## src/rtl/udc_pkg.sv

```systemverilog
// Shared types for the parametrised up/down counter: the priority-decoded
// operation and the bit positions consumers use when packing the event flags.
package udc_pkg;

  typedef enum logic [2:0] {
    OP_HOLD,
    OP_CLR,
    OP_LOAD,
    OP_UP,
    OP_DOWN
  } udc_op_e;

  localparam int UDC_FLAG_WRAP = 0;
  localparam int UDC_FLAG_SAT  = 1;
  localparam int UDC_FLAG_W    = 2;

endpackage

```

## src/rtl/udc_next_calc.sv

```systemverilog
// Combinational next-count logic for updown_counter_param: applies one decoded
// operation to q and reports whether a step wrapped or was blocked by saturation.
module udc_next_calc
  import udc_pkg::*;
#(
  parameter int WIDTH   = 8,
  parameter int MAX_VAL = 2**WIDTH - 1,
  parameter int RST_VAL = 0
) (
  input  logic [WIDTH-1:0] q,
  input  udc_op_e          op,
  input  logic             sat_mode,
  input  logic [WIDTH-1:0] load_data,
  output logic [WIDTH-1:0] next_q,
  output logic             wrap,
  output logic             sat
);

  localparam logic [WIDTH-1:0] MAX_Q   = MAX_VAL[WIDTH-1:0];
  localparam logic [WIDTH-1:0] RST_Q   = RST_VAL[WIDTH-1:0];
  localparam logic [WIDTH:0]   EXT_MAX = MAX_VAL[WIDTH:0];
  localparam logic [WIDTH:0]   EXT_ONE = {{WIDTH{1'b0}}, 1'b1};

  logic [WIDTH:0] ext_q;
  logic [WIDTH:0] inc;
  logic [WIDTH:0] dec;

  // One extra bit lets the up step compare against MAX_VAL and the down step
  // detect a borrow, independent of the natural 2**WIDTH rollover.
  assign ext_q = {1'b0, q};
  assign inc   = ext_q + EXT_ONE;
  assign dec   = ext_q - EXT_ONE;

  always_comb begin
    next_q = q;
    wrap   = 1'b0;
    sat    = 1'b0;
    case (op)
      OP_CLR: next_q = RST_Q;
      OP_LOAD: begin
        if ({1'b0, load_data} > EXT_MAX) next_q = MAX_Q;
        else                              next_q = load_data;
      end
      OP_UP: begin
        if (inc > EXT_MAX) begin
          if (sat_mode) sat = 1'b1;
          else begin
            next_q = '0;
            wrap   = 1'b1;
          end
        end else begin
          next_q = inc[WIDTH-1:0];
        end
      end
      OP_DOWN: begin
        if (dec[WIDTH]) begin
          if (sat_mode) sat = 1'b1;
          else begin
            next_q = MAX_Q;
            wrap   = 1'b1;
          end
        end else begin
          next_q = dec[WIDTH-1:0];
        end
      end
      default: next_q = q;
    endcase
  end

endmodule

```

## src/rtl/updown_counter_param.sv

```systemverilog
// Parametrised up/down counter with clear, load, wrap/saturate and event pulses.
// Define UDC_SNAPSHOT_EN to add the snap input and snap_q capture register.
module updown_counter_param
  import udc_pkg::*;
#(
  parameter int WIDTH   = 8,
  parameter int MAX_VAL = 2**WIDTH - 1,
  parameter int RST_VAL = 0
) (
  input  logic             clk,
  input  logic             rst_n,
  input  logic             clr,
  input  logic             load,
  input  logic [WIDTH-1:0] load_data,
  input  logic             en,
  input  logic             up,
  input  logic             sat_mode,
`ifdef UDC_SNAPSHOT_EN
  input  logic             snap,
  output logic [WIDTH-1:0] snap_q,
`endif
  output logic [WIDTH-1:0] q,
  output logic             at_max,
  output logic             at_min,
  output logic             wrap_evt,
  output logic             sat_evt
);

  localparam logic [WIDTH-1:0] MAX_Q = MAX_VAL[WIDTH-1:0];
  localparam logic [WIDTH-1:0] RST_Q = RST_VAL[WIDTH-1:0];

  if (WIDTH < 2 || WIDTH > 30 || MAX_VAL < 1 || MAX_VAL >= (2**WIDTH) ||
      RST_VAL < 0 || RST_VAL > MAX_VAL) begin : g_param_err
    $error("updown_counter_param: illegal WIDTH/MAX_VAL/RST_VAL combination");
  end

  udc_op_e        op;
  logic [WIDTH-1:0] next_q;
  logic           wrap;
  logic           sat;

  always_comb begin
    op = OP_HOLD;
    if (clr)       op = OP_CLR;
    else if (load) op = OP_LOAD;
    else if (en)   op = up ? OP_UP : OP_DOWN;
  end

  udc_next_calc #(
    .WIDTH   (WIDTH),
    .MAX_VAL (MAX_VAL),
    .RST_VAL (RST_VAL)
  ) u_next (
    .q         (q),
    .op        (op),
    .sat_mode  (sat_mode),
    .load_data (load_data),
    .next_q    (next_q),
    .wrap      (wrap),
    .sat       (sat)
  );

  always_ff @(posedge clk or negedge rst_n) begin
    if (!rst_n) begin
      q        <= RST_Q;
      wrap_evt <= 1'b0;
      sat_evt  <= 1'b0;
    end else begin
      q        <= next_q;
      wrap_evt <= wrap;
      sat_evt  <= sat;
    end
  end

`ifdef UDC_SNAPSHOT_EN
  // Captures the post-update count, so a snap on a clr edge records RST_VAL.
  always_ff @(posedge clk or negedge rst_n) begin
    if (!rst_n)    snap_q <= RST_Q;
    else if (snap) snap_q <= next_q;
  end
`endif

  assign at_max = (q == MAX_Q);
  assign at_min = (q == '0);

endmodule

```

## config.mk

```make
export PLATFORM = sky130hd
export DESIGN_NAME = updown_counter_param
export DESIGN_NICKNAME = d
export VERILOG_FILES = /design/src/rtl/udc_pkg.sv /design/src/rtl/udc_next_calc.sv /design/src/rtl/updown_counter_param.sv
export SDC_FILE = /design/constraint.sdc
export NUM_CORES = 1
export LEC_CHECK = 0
export ABC_AREA = 0
export CORE_AREA = 2 2 68 70
export DETAILED_ROUTE_END_ITERATION = 10
export DIE_AREA = 0 0 70 72
export DONT_BUFFER_PORTS = 1
export RECOVER_POWER = 50
export SLEW_MARGIN = 20
export SYNTH_ARGS = -nofsm -noshare
export SYNTH_HDL_FRONTEND = slang
export SYNTH_SLANG_ARGS = --single-unit
export TNS_END_PERCENT = 5
```

## constraint.sdc

```tcl
create_clock -name clk -period 3.9 [get_ports clk]
set_input_delay 0 -clock clk [delete_from_list [all_inputs] [get_ports clk]]
set_output_delay 0 -clock clk [all_outputs]
set_load 0.05 [all_outputs]
```

==> qor.txt <==
================================================================================
CTS HTree Levels                                                               1
Data required time at the worst endpoint                                 4050 ps
Dominant register cell in the synthesized netlist                   sky130_fd_sc_hd__dfrtp_1
Initial Util                                                               0.246
Number of register bits inferred by synthesis                                 10
Relative area change from synthesis to final layout                        8.70%
Total wire length                                                        2.91 mm
Boundary Pins                                                                 27
Remaining design rule violation count                                          0
Synthesized instance count                                                   124
Fraction of final layout cells with drive strength greater than 1         0.0806
Seq/Total Area, Yosys                                                      0.238
Total CTS buffers                                                              3
CTS tree                                                                    done
Kind of path behind the tightest hold check                               in2reg
Synth area leader                                                   sky130_fd_sc_hd__dfrtp_1
Final weighted congestion of routability-driven global placement           0.861
RSZ-0062 raised after global routing                                          no
Endpoint arrival time on the critical path                               2990 ps
Main area contributors after synthesis                              sky130_fd_sc_hd__dfrtp_1 (24%), sky130_fd_sc_hd__ha_1 (4.8%), sky130_fd_sc_hd__a22o_1 (4.2%)
Cell types with the highest counts after synthesis                  sky130_fd_sc_hd__inv_1 (11), sky130_fd_sc_hd__nand2_1 (11), sky130_fd_sc_hd__dfrtp_1 (10)
First DRT Iteration DRCs                                                      18
Leakage power                                                           0.468 nW
Number of maximum-capacitance violations                                       0
FP Rows                                                                       24
Worst Path Class, Setup                                                  reg2reg
Global route total overflow                                                    0
Number of setup violations in the final report                                 0
Number of filler cells placed in the layout                                  476
Detail-routed via count per cell                                            5.33
Mean area per synthesized cell                                         8.47 um^2
Nets                                                                         145
Startpoint kind of the worst setup timing path                         flip-flop
Area occupied by multi-input gates                                      693 um^2
Chip Height                                                                72 um
Cell Count, Final, Fillers Out                                               176
Total nets after synthesis                                                   143
Ratio of total power to cell area                                    418 mW/mm^2
Slew @ Worst Pin                                                          841 ps
Clock Latency Late Sink                                                   240 ps
Yosys synthesis warning count                                                  0
Overall Global Routing Usage                                               0.125
Total via count after detailed routing                                       938
Maximum clock insertion buffer count                                           2
Cell at the root of the clock tree                                  sky130_fd_sc_hd__clkbuf_8
CP endpoint kind                                                       flip-flop
Maximum fanout along the worst path                                           15
Largest clock skew in the final design                                   2.35 ps
Count of buffers inserted at the top-level ports                               0
Vias in the first global route                                               941
Post-route clock period utilization                                        0.727
Die area                                                            0.00504 mm^2
Post-synth ARST share                                                       1.00
Netlist cell types                                                            46
Count of TritonRoute iterations in the first routing pass                      4
Worst IR Drop VDD                                                       0.141 mV
Pin count of the biggest net entering global routing                          16
Number of flops mapped to enable cells by yosys                                0
Total Negative Setup Slacks                                                 0 ps
Placed wire-length estimate after detailed placement                     2.24 mm
DP Cell Count                                                                168
Clock period minus worst slack                                           2830 ps
Final Hold Vio Count                                                           0
Share of the core filled with cells                                        0.268
Buffers inserted by post-CTS timing repair                                     0
Slack of the critical path                                               1070 ps
Number of clock sinks                                                         10
Outcome                                                             finished clean
Clock slew at reported path FFs                                            50 ps
Number of antenna violations at the first check in global routing              0
Die width                                                                  70 um
Slew Limit Fails                                                               0
Max transition margin                                                      0.440
Area of the mapped netlist                                          0.00105 mm^2
Placement Cell Area                                                 0.00105 mm^2
Sequential standard cell area                                           250 um^2
Total inserted antenna cells                                                   0
Maximum frequency from static timing analysis                            353 MHz
Worst slack at placement                                                 1070 ps
Top-area cell type share of the netlist area                               0.238
Post-route cell area                                                0.00114 mm^2
Count of nets left with antenna violations after detail routing                0
Core area                                                           0.00426 mm^2
Routed length per placed instance                                        16.5 um
Global-route wire length before repair                                   4.88 mm
================================================================================
## cell families after synthesis
kind of cell,synth area share
mux,0.0191
simple gates,0.278
buf+inv,0.101
fa+ha+maj,0.0477
flops,0.238
xor+xnor,0.0501
compound gates,0.266
## metrics by stage
stage	power [mW]	hold WS (ps)
after floorplan	0.334	-296
after global placement	0.365	-295
after detailed placement	0.364	-295
after CTS	0.480	10.1
after global routing	0.512	37.5
final	0.477	8.52
## critical path, stage by stage (launching register included)
cell,delay (ps)
sky130_fd_sc_hd__dfrtp_1,760
sky130_fd_sc_hd__inv_1,230
sky130_fd_sc_hd__ha_1,250
sky130_fd_sc_hd__and4bb_1,270
sky130_fd_sc_hd__nand4_1,150
sky130_fd_sc_hd__or3_1,440
sky130_fd_sc_hd__o211a_4,310
sky130_fd_sc_hd__mux2i_1,130
sky130_fd_sc_hd__a31oi_1,190
## metal layers
metal | share of wire | GRT usage | vias up
met3 | 0.053 | 0.0250 | 7
met4 | 0.026 | 0.0641 | 0
met2 | 0.45 | 0.199 | 33
met5 | 0 | 0 | -
met1 | 0.47 | 0.160 | 432
li1 | - | - | 466
## final timing paths
kind,from,to,slack (ps),cells after the start
max in group asynchronous,rst_n,sat_evt$_DFF_PN0_,3410,1
min,load_data[0],q[0]$_DFFE_PN0P_,9,2
min reg2reg,q[1]$_DFFE_PN0P_,q[1]$_DFFE_PN0P_,950,1
min in group asynchronous,rst_n,q[2]$_DFFE_PN0P_,160,1
max reg2reg,q[0]$_DFFE_PN0P_,q[0]$_DFFE_PN0P_,1070,8
max,q[0]$_DFFE_PN0P_,q[0]$_DFFE_PN0P_,1070,8
## timing repair
action	in CTS	in global routing
hold buffers	5	0
gates resized for setup	0	0
endpoints found under the hold margin	12	0
## registers in the layout, indices dropped and copies added, names as in the netlist
register  cells
q             8
sat_evt       1
wrap_evt      1
## where the power goes
group / internal, mW / leakage [nW] / total [mW] / switching, mW
registers: 0.115 / 0.133 / 0.197 / 0.0821
logic: 0.0714 / 0.314 / 0.171 / 0.0991
clock network: 0.0677 / 0.0216 / 0.110 / 0.0422
## cell usage in the layout (no fill, tap or decap), types with 3 or more instances in the layout
| master | Yosys | final |
|---|---|---|
| sky130_fd_sc_hd__clkbuf_8 | 0 | 3 |
| sky130_fd_sc_hd__nand4_1 | 3 | 3 |
| sky130_fd_sc_hd__nor2_1 | 6 | 6 |
| sky130_fd_sc_hd__inv_1 | 11 | 11 |
| sky130_fd_sc_hd__ha_1 | 4 | 4 |
| sky130_fd_sc_hd__dlygate4sd3_1 | 0 | 5 |
| sky130_fd_sc_hd__nor4_1 | 3 | 3 |
| sky130_fd_sc_hd__or3_1 | 3 | 3 |
| sky130_fd_sc_hd__a22oi_1 | 3 | 3 |
| sky130_fd_sc_hd__a22o_1 | 5 | 5 |
| sky130_fd_sc_hd__xnor2_1 | 3 | 3 |
| sky130_fd_sc_hd__dfrtp_1 | 10 | 10 |
| sky130_fd_sc_hd__a21oi_1 | 5 | 5 |
| sky130_fd_sc_hd__o21ai_0 | 8 | 8 |
| sky130_fd_sc_hd__nand3_1 | 4 | 4 |
| sky130_fd_sc_hd__xor2_1 | 3 | 3 |
| sky130_fd_sc_hd__nand2_1 | 11 | 11 |
| sky130_fd_sc_hd__o211ai_1 | 3 | 3 |
## cell type report
type | count | share of cell area
Multi-Input combinational cell | 95 | 0.607
Inverter | 11 | 0.0362
Timing Repair Buffer | 5 | 0.0439
Tap cell | 52 | 0.0570
Sequential cell | 10 | 0.219
Clock buffer | 3 | 0.0362
Note: power is estimated with default switching activity, not from simulation.
